[src/rtl/cpu_mem_pkg.sv]
// Shared types and constants for the Chip-8 CPU memory port A controller.
package cpu_mem_pkg;

   localparam int unsigned CHIP8_ADDR_W = 12;
   localparam int unsigned CHIP8_DATA_W = 8;

   localparam logic [CHIP8_ADDR_W-1:0] CHIP8_PROG_BASE = 12'h200;
   localparam logic [CHIP8_ADDR_W-1:0] CHIP8_MEM_TOP   = 12'hFFF;

   // Port A ownership states; CLEAR is reachable only with CPU_MEM_CTRL_CLEAR_EN
   typedef logic [1:0] state_t;
   localparam state_t ST_RUN   = 2'd0;
   localparam state_t ST_LOAD  = 2'd1;
   localparam state_t ST_CLEAR = 2'd2;

endpackage

[src/rtl/cpu_mem_load_ptr.sv]
// Loader address pointer, saturating byte counter and sticky overflow flag.
module cpu_mem_load_ptr
   import cpu_mem_pkg::*;
#(
   parameter int unsigned       ADDR_W    = CHIP8_ADDR_W,
   parameter logic [ADDR_W-1:0] LOAD_BASE = CHIP8_PROG_BASE,
   parameter logic [ADDR_W-1:0] LOAD_MAX  = CHIP8_MEM_TOP
) (
   input  logic              clk,
   input  logic              rst_n,
   input  logic              clr,
   input  logic              rewind,
   input  logic              ptr_inc,
   input  logic              cnt_inc,
   input  logic              set_ovf,
   output logic [ADDR_W-1:0] ptr,
   output logic [ADDR_W-1:0] count,
   output logic              overflow,
   output logic              full_c
);

   localparam logic [ADDR_W-1:0] WINDOW = LOAD_MAX - LOAD_BASE + ADDR_W'(1);

   // Window is filled once LOAD_MAX has been written; the pointer never wraps past it
   assign full_c = (count == WINDOW);

   always_ff @(posedge clk or negedge rst_n) begin
      if (!rst_n) begin
         ptr      <= LOAD_BASE;
         count    <= '0;
         overflow <= 1'b0;
      end else begin
         if (clr || rewind) begin
            ptr <= LOAD_BASE;
         end else if (ptr_inc && (ptr != LOAD_MAX)) begin
            ptr <= ptr + ADDR_W'(1);
         end

         if (clr) begin
            count <= '0;
         end else if (cnt_inc && !full_c) begin
            count <= count + ADDR_W'(1);
         end

         if (clr) begin
            overflow <= 1'b0;
         end else if (set_ovf) begin
            overflow <= 1'b1;
         end
      end
   end

endmodule

[src/rtl/cpu_mem_ctrl.sv]
// Port A arbiter between the Chip-8 CPU and the host program loader.
// Define CPU_MEM_CTRL_CLEAR_EN to zero LOAD_BASE..LOAD_MAX before each load.
module cpu_mem_ctrl
   import cpu_mem_pkg::*;
#(
   parameter int unsigned       ADDR_W    = CHIP8_ADDR_W,
   parameter int unsigned       DATA_W    = CHIP8_DATA_W,
   parameter logic [ADDR_W-1:0] LOAD_BASE = CHIP8_PROG_BASE,
   parameter logic [ADDR_W-1:0] LOAD_MAX  = CHIP8_MEM_TOP
) (
   input  logic              clk,
   input  logic              rst_n,
   input  logic              cpu_req,
   input  logic              cpu_we,
   input  logic [ADDR_W-1:0] cpu_addr,
   input  logic [DATA_W-1:0] cpu_wdata,
   output logic              cpu_gnt,
   output logic              cpu_rvalid,
   output logic [DATA_W-1:0] cpu_rdata,
   output logic              cpu_halt,
   output logic              cpu_restart,
   input  logic              ld_start,
   input  logic              ld_valid,
   input  logic [DATA_W-1:0] ld_data,
   input  logic              ld_last,
   output logic              ld_ready,
   output logic              ld_busy,
   output logic [ADDR_W-1:0] ld_count,
   output logic              ld_overflow,
   output logic              mem_en,
   output logic              mem_write,
   output logic [ADDR_W-1:0] mem_addr,
   output logic [DATA_W-1:0] mem_wdata,
   input  logic [DATA_W-1:0] mem_rdata
);

`ifdef CPU_MEM_CTRL_CLEAR_EN
   localparam state_t START_ST = ST_CLEAR;
`else
   localparam state_t START_ST = ST_LOAD;
`endif

   state_t            state;
   state_t            state_nxt;
   logic [ADDR_W-1:0] ptr;
   logic              full_c;
   logic              clr;
   logic              rewind;
   logic              ptr_inc;
   logic              cnt_inc;
   logic              set_ovf;

   cpu_mem_load_ptr #(
      .ADDR_W    (ADDR_W),
      .LOAD_BASE (LOAD_BASE),
      .LOAD_MAX  (LOAD_MAX)
   ) u_load_ptr (
      .clk      (clk),
      .rst_n    (rst_n),
      .clr      (clr),
      .rewind   (rewind),
      .ptr_inc  (ptr_inc),
      .cnt_inc  (cnt_inc),
      .set_ovf  (set_ovf),
      .ptr      (ptr),
      .count    (ld_count),
      .overflow (ld_overflow),
      .full_c   (full_c)
   );

   always_ff @(posedge clk or negedge rst_n) begin
      if (!rst_n) begin
         state <= ST_RUN;
      end else begin
         state <= state_nxt;
      end
   end

   // Next state, port A mux and pointer controls
   always_comb begin
      state_nxt = state;
      cpu_gnt   = 1'b0;
      ld_ready  = 1'b0;
      mem_en    = 1'b0;
      mem_write = 1'b0;
      mem_addr  = ptr;
      mem_wdata = '0;
      clr       = 1'b0;
      rewind    = 1'b0;
      ptr_inc   = 1'b0;
      cnt_inc   = 1'b0;
      set_ovf   = 1'b0;

      case (state)
         ST_RUN: begin
            cpu_gnt   = cpu_req;
            mem_en    = cpu_req;
            mem_write = cpu_req & cpu_we;
            mem_addr  = cpu_addr;
            mem_wdata = cpu_wdata;
            if (ld_start) begin
               state_nxt = START_ST;
               clr       = 1'b1;
            end
         end

         ST_LOAD: begin
            ld_ready = !ld_start;
            if (ld_start) begin
               state_nxt = START_ST;
               clr       = 1'b1;
            end else if (ld_valid) begin
               // Bytes past a filled window are dropped and flagged
               if (full_c) begin
                  set_ovf = 1'b1;
               end else begin
                  mem_en    = 1'b1;
                  mem_write = 1'b1;
                  mem_wdata = ld_data;
                  ptr_inc   = 1'b1;
                  cnt_inc   = 1'b1;
               end
               if (ld_last) begin
                  state_nxt = ST_RUN;
               end
            end
         end

`ifdef CPU_MEM_CTRL_CLEAR_EN
         ST_CLEAR: begin
            mem_en    = 1'b1;
            mem_write = 1'b1;
            if (ld_start) begin
               clr = 1'b1;
            end else if (ptr == LOAD_MAX) begin
               rewind    = 1'b1;
               state_nxt = ST_LOAD;
            end else begin
               ptr_inc = 1'b1;
            end
         end
`endif

         default: begin
            state_nxt = ST_RUN;
         end
      endcase
   end

   // Read return and restart pulse; a read granted on the ld_start cycle still returns
   always_ff @(posedge clk or negedge rst_n) begin
      if (!rst_n) begin
         cpu_rvalid  <= 1'b0;
         cpu_restart <= 1'b0;
      end else begin
         cpu_rvalid  <= cpu_gnt & ~cpu_we;
         cpu_restart <= (state == ST_LOAD) && (state_nxt == ST_RUN);
      end
   end

   assign cpu_rdata = mem_rdata;
   assign cpu_halt  = (state != ST_RUN);
   assign ld_busy   = (state != ST_RUN);

endmodule

[config.mk]
export PLATFORM = sky130hd
export DESIGN_NAME = cpu_mem_ctrl
export DESIGN_NICKNAME = d
export VERILOG_FILES = /design/src/rtl/cpu_mem_pkg.sv /design/src/rtl/cpu_mem_load_ptr.sv /design/src/rtl/cpu_mem_ctrl.sv
export SDC_FILE = /design/constraint.sdc
export NUM_CORES = 1
export LEC_CHECK = 0
export BUFFER_PORTS_ARGS = -buffer_cell sky130_fd_sc_hd__buf_2
export CAP_MARGIN = 20
export CORE_MARGIN = 3
export CORE_UTILIZATION = 50
export DETAILED_ROUTE_END_ITERATION = 8
export GPL_ROUTABILITY_DRIVEN = 0
export HOLD_SLACK_MARGIN = 0.05
export MAX_ROUTING_LAYER = met4
export PLACE_DENSITY = 0.86
export SLEW_MARGIN = 20
export SYNTH_ARGS = -nofsm -noshare
export SYNTH_HDL_FRONTEND = slang
export SYNTH_HIERARCHICAL = 1
export SYNTH_SLANG_ARGS = --single-unit
export TNS_END_PERCENT = 20
[constraint.sdc]
create_clock -name clk -period 5.63 [get_ports clk]
set_input_delay 1.126 -clock clk [delete_from_list [all_inputs] [get_ports clk]]
set_output_delay 1.126 -clock clk [all_outputs]
set_load 0.01 [all_outputs]
==> results.yml, run 1 <==
min_path:
  hp-start: "u_load_ptr/overflow"
  min_path_type: "reg2reg"
setup_path:
  cp_slowest_cell: "nor4b_1"
  worstSetupStartpointType: "register"
  max_stage_delay_ns: 0.46
  startpoint: "u_load_ptr/count[0]"
  r2r-start: "u_load_ptr/count[0]"
  cp.arrival_ns: 2.32
  r2r_slack_ns: 2.62
  crit_type: "reg2out"
  worstPathCellList: "inv_1 -> ha_1 -> nor4b_1 -> and3_1 -> nor2b_1 -> a32o_1 -> buf_2"
  crit_fanout: 11
  end_kind: "primary output"
  required_ns: 4.50
finish:
  diodes: 0
  fin_nets: 305
  stdcell_count: 306
  syn_to_final_growth_pct: 21.38
  final_core_util_pct: 65.66
  drive_above_1_share_pct: 41.54
clock_network:
  max-clock-path-buffers: 2
  cts_hold_buf: 0
  htree_levels: 2
  cts_resized: 0
  clock_sinks: 29
  post_cts_buffers: 0
  path_clk_slew_ns: 0.06
  root_buffer: "clkbuf_8"
  numCtsBuffers: 5
  clk_latency_ns: 0.29
  cts_tree: "done"
grt:
  grt_pass1_wl_um: 7341
  grtUsageMet1_pct: 27.16
  grt_overflow: 0
  grt_max_degree: 30
  use_met3_pct: 5.990
  antenna_found_initial: 0
  grt_util_all_layers_pct: 22.32
  grtUsageMet2_pct: 35.36
  grt-busiest-layer: "met2"
  grt_pass1_vias: 1595
yosys:
  synth-edff-count: 0
  seq_area_frac_synth_pct: 38.45
  syn-instance-count: 191
  avgSynthCellArea_um2: 9.898
  yosysWarningCount: 6
  syn_area_um2: 1891
  synth_async_sr_flop_share_pct: 100.0
  ys_ff_latch: 29
  ys_types: 48
  synth_ff_type: "dfrtp_1"
power:
  power.total_mw: 0.4458
  p_per_area_nw_per_um2: 194.3
  p_sw_share_pct: 26.43
  p_int_mw: 0.3280
  p_sw_mw: 0.1178
  vdd_ir_drop_max_mv: 0.1325
  p_leak_nw: 1.122
  comb_power_share_pct: 15.2
  p_clk_share_pct: 36.9
  seqPwrFrac_pct: 47.9
sta:
  max-slew-margin-rel_pct: 35.09
  finalHoldViolations: 0
  final.period_utilization_pct: 61.19
  fmax_mhz: 290.3
  grt_setup_unrepaired: "false"
  finClkSkew_ns: 0.006461
  worst_pin_slew_ns: 0.9701
  setup-violations-final: 0
  slew_violations: 0
  setup_tns_ns: 0
  finalCriticalPeriod_ns: 3.445
drt:
  drtAntennaViolNets: 0
  viasPerCell: 5.690
  remaining_drc_errors: 0
  wirelength_um: 4729
  drt-initial-drc-count: 122
  wl_per_cell_um: 15.45
  vias: 1741
  drt_first_pass_iters: 4
flow_run:
  cap_violations: 0
die:
  dieWidth_um: 67.49
  start_util_pct: 54.10
  io_pins: 92
  num_rows: 21
  core-area_um2: 3495
  die_area_um2: 4555
  die_y_um: 67.49
place:
  port-buffer-count: 75
  place_inst: 298
  place_hpwl_um: 3520
run_status:
  status: "complete, no violations"
-- critical path, delay by kind of cell, from the launching register on --
| family | cells | cell delay, ns |
|---|---|---|
| AND/OR/NAND/NOR | 3 | 0.89 |
| flip-flops | 1 | 0.43 |
| AO/OA/AOI/OAI | 1 | 0.31 |
| buffers and inverters | 2 | 0.25 |
| adder cells (fa/ha/maj) | 1 | 0.15 |
-- per-layer routing --
layer  wire length (µm)  share of wire [%]
met2               2274                 48
met1               1927                 41
met4                 72                1.5
met5                  0                  0
met3                455                9.6
-- synthesized netlist by cell type, types with 3 or more instances --
| master | count | area share (%) |
|---|---|---|
| dfrtp_1 | 28 | 37 |
| nor2_1 | 19 | 3.8 |
| a21oi_1 | 9 | 2.4 |
| a32o_1 | 9 | 4.8 |
| buf_4 | 9 | 3.6 |
| nand2_1 | 9 | 1.8 |
| inv_1 | 8 | 1.6 |
| mux2_4 | 8 | 6.4 |
| nand3_1 | 7 | 1.9 |
| o21ai_0 | 7 | 1.9 |
| xnor2_1 | 6 | 2.8 |
| nand4_1 | 5 | 1.7 |
| nor3_1 | 5 | 1.3 |
| xor2_1 | 5 | 2.3 |
| mux2_2 | 4 | 2.4 |
| or3_1 | 4 | 1.3 |
| and3_1 | 3 | 0.99 |
| buf_6 | 3 | 1.8 |
| ha_1 | 3 | 2.0 |
| or3_2 | 3 | 1.2 |
-- state kept, by name, indices dropped and copies added (netlist names) --
signal and count:
u_load_ptr/count 12, u_load_ptr/ptr 12, cpu_restart 1, state 2, cpu_rvalid 1, u_load_ptr/overflow 1
-- final timing paths --
kind	endpoint	cells past startpoint
max in group asynchronous	u_load_ptr/count[5]	1
worst min-delay path	u_load_ptr/overflow	2
worst min register to register	u_load_ptr/overflow	2
worst max-delay path	mem_wdata[2]	7
worst max register to register	u_load_ptr/count[10]	10
min in group asynchronous	u_load_ptr/ptr[8]	1
-- cell families (layout without fill, tap and decap cells) --
family | Yosys count | in the layout | share of synthesized area, %
AO/OA/AOI/OAI | 37 | 37 | 15.16
XOR/XNOR | 11 | 11 | 5.096
adder cells (fa/ha/maj) | 3 | 3 | 1.986
buffers and inverters | 24 | 91 | 7.875
flip-flops | 29 | 29 | 38.45
multiplexers | 13 | 13 | 9.265
other | 1 | 3 | 0.1984
AND/OR/NAND/NOR | 73 | 73 | 21.97
-- cell type report --
type	count	area, µm²
Clock buffer	6	72.57
Sequential cell	29	726.9
Timing Repair Buffer	75	375.4
Tap cell	46	57.56
Inverter	8	30.03
Fill cell	291	1200
Clock inverter	2	10.01
Multi-Input combinational cell	140	1022
-- through the flow --
stage	instance area (µm²)	hold WS [ns]	setup slack, ns
floorplan	1898	0.4929	2.756
global placement	2212	0.4861	2.369
detailed placement	2212	0.5212	2.346
CTS	2295	0.5298	2.239
global route	2295	0.5482	2.060
finish	2295	0.5218	2.185
-- power by group through the flow --
stage / clock network, mW / logic [mW] / registers, mW
3_3_place_gp: 0 / 0.0664 / 0.217
3_5_place_dp: 0 / 0.0681 / 0.218
6_report: 0.164 / 0.0676 / 0.214
5_1_grt: 0.177 / 0.0745 / 0.214
2_1_floorplan: 0 / 0.0438 / 0.218
4_1_cts: 0.168 / 0.0685 / 0.214
-- layout by cell type, fill, tap and decap left out, types with 4 or more instances in the layout --
| cell | instances |
|---|---|
| mux2_4 | 8 |
| a32o_1 | 9 |
| xor2_1 | 5 |
| nand3_1 | 7 |
| xnor2_1 | 6 |
| nor2_1 | 19 |
| inv_1 | 8 |
| o21ai_0 | 7 |
| nand2_1 | 9 |
| dfrtp_1 | 28 |
| or3_1 | 4 |
| a21oi_1 | 9 |
| nor3_1 | 5 |
| buf_2 | 75 |
| mux2_2 | 4 |
| clkbuf_8 | 5 |
| nand4_1 | 5 |
Power figures use the tool's default switching activity.
==> run 2, diff against run 1 <==
Settings changed: CORE_UTILIZATION 50 to 42, PLACE_DENSITY 0.86 to 0.77.
Clock period 5.63 ns to 3 ns, I/O delays scaled along.
==> run 2 against run 1 <==
Sequential share of layout area decreased by 0.71 points. Die area increased by 17%. Combinational power is 95% higher. Largest power group unchanged. Utilization down 9.4 points. Sequential cell count unchanged.
==> results.yml, run 2 (synthesis gave the netlist of run 1 again) <==
run_status:
  status: "complete, no violations"
place:
  port-buffer-count: 75
  post-place-ws_ns: 0.5213
  place_hpwl_um: 3439
setup_path:
  end_kind: "primary output"
  cp.arrival_ns: 2.04
  required_ns: 2.40
  crit_fanout: 11
  r2r-start: "u_load_ptr/count[0]"
  worstSetupStartpointType: "register"
  startpoint: "u_load_ptr/count[0]"
  crit_type: "reg2out"
die:
  start_util_pct: 45.31
  num_rows: 23
  dieWidth_um: 73.09
  die_area_um2: 5342
  die_y_um: 73.09
  io_pins: 92
  core-area_um2: 4173
finish:
  drive_above_1_share_pct: 42.80
  fin_nets: 310
  layout_common_cells: "buf_2, dfrtp_1, nor2_1"
  syn_to_final_growth_pct: 24.16
  diodes: 0
  final_common_cell: "buf_2"
  largest_registers: "u_load_ptr/count (12), u_load_ptr/ptr (12), state (2)"
  fillerInstances: 377
drt:
  drtAntennaViolNets: 0
  remaining_drc_errors: 0
  wirelength_um: 4594
  viasPerCell: 5.551
  wl_per_cell_um: 14.63
  vias: 1743
  drt-initial-drc-count: 109
  drt_first_pass_iters: 4
clock_network:
  numCtsBuffers: 5
  cts_hold_buf: 0
  clock_sinks: 29
  cts_tree: "done"
  htree_levels: 2
  root_buffer: "clkbuf_8"
  max-clock-path-buffers: 2
  path_clk_slew_ns: 0.06
  clk_latency_ns: 0.28
sta:
  slew_violations: 0
  finalCriticalPeriod_ns: 2.639
  max-slew-margin-rel_pct: 56.51
  finalHoldViolations: 0
  final.period_utilization_pct: 87.97
  finClkSkew_ns: 0.007025
  setup_tns_ns: 0
  grt_setup_unrepaired: "false"
  setup-violations-final: 0
  fmax_mhz: 378.9
  worst_pin_slew_ns: 0.6523
  worst_slack_ns: 0.3608
grt:
  grt_overflow: 0
  grt_util_all_layers_pct: 18.17
  grt_max_degree: 30
  grt_pass1_wl_um: 7334
  grt-busiest-layer: "met2"
  grtUsageMet2_pct: 29.49
  use_met3_pct: 4.959
  antenna_found_initial: 0
  grt_pass1_vias: 1675
  grtUsageMet1_pct: 21.61
power:
  seqPwrFrac_pct: 47.0
  p_sw_share_pct: 24.76
  p_clk_share_pct: 37.5
  p_sw_mw: 0.2112
  vdd_ir_drop_max_mv: 0.1606
  p_leak_nw: 1.150
  comb_power_share_pct: 15.4
  p_int_mw: 0.6417
  power.total_mw: 0.8529
  p_per_area_nw_per_um2: 363.4
min_path:
  min_path_type: "in2async"
flow_run:
  cap_violations: 0
## run 2: changes by cell type in the layout (fill, tap and decap cells not counted)
cell	delta
buf_4	+5
clkbuf_8	+1
clkinv_2	-2
nor4b_1	-1
nor4b_2	+1
## run 2: what timing repair did
item / in CTS / in global routing
gates resized for setup: 0 / 1
setup endpoints to repair: 0 / 7
buffers inserted: 0 / 0
hold endpoints to repair: 0 / 0
## run 2: area by class of cell
type,count,area (µm²),area share [%]
clock buffer,7,86.33,3.678
inverter,8,30.03,1.279
multi-input combinational,140,1028,43.82
sequential,29,726.9,30.97
tap,50,62.56,2.665
timing repair buffer,80,412.9,17.59
## run 2: final timing paths
path / cells after the start / end / slack [ns]
max: 8 / mem_wdata[6] / 0.36
min: 1 / u_load_ptr/ptr[1] / 0.35
max reg2reg: 11 / u_load_ptr/count[10] / 0.51
min reg2reg: 2 / u_load_ptr/overflow / 0.50
max in group asynchronous: 1 / u_load_ptr/count[11] / 2.22
min in group clk: 2 / u_load_ptr/overflow / 0.50
## run 2: layer usage
metal,wire length (µm),vias to the layer above
met5,0,-
met2,2077,89
met1,1900,813
li1,-,833
met4,51,0
met3,564,8
## run 2: worst max-delay path, cell delays in order (launching register included)
cell and delay, ns:
dfrtp_1 0.41, inv_1 0.11, ha_1 0.15, nor4b_2 0.27
and3_1 0.23, nor2b_1 0.05, buf_4 0.16, a32o_1 0.26
buf_2 0.14
## run 2: metrics by stage
stage	cells	hold slack (ns)	instance area [µm²]	utilization [%]
floorplan	193	0.3044	1898	-
global route	314	0.3911	2347	56.25
detailed placement	307	0.4918	2255	54.03
CTS	314	0.3600	2341	56.10
global placement	307	0.4868	2255	54.03
finish	314	0.3450	2347	56.25
## run 2: power groups by stage
stage / Sequential (mW) / Combinational (mW) / Clock (mW)
2_1_floorplan: 0.409 / 0.0821 / 0
3_3_place_gp: 0.408 / 0.131 / 0
5_1_grt: 0.402 / 0.145 / 0.341
3_5_place_dp: 0.408 / 0.132 / 0
4_1_cts: 0.401 / 0.133 / 0.329
6_report: 0.401 / 0.132 / 0.320
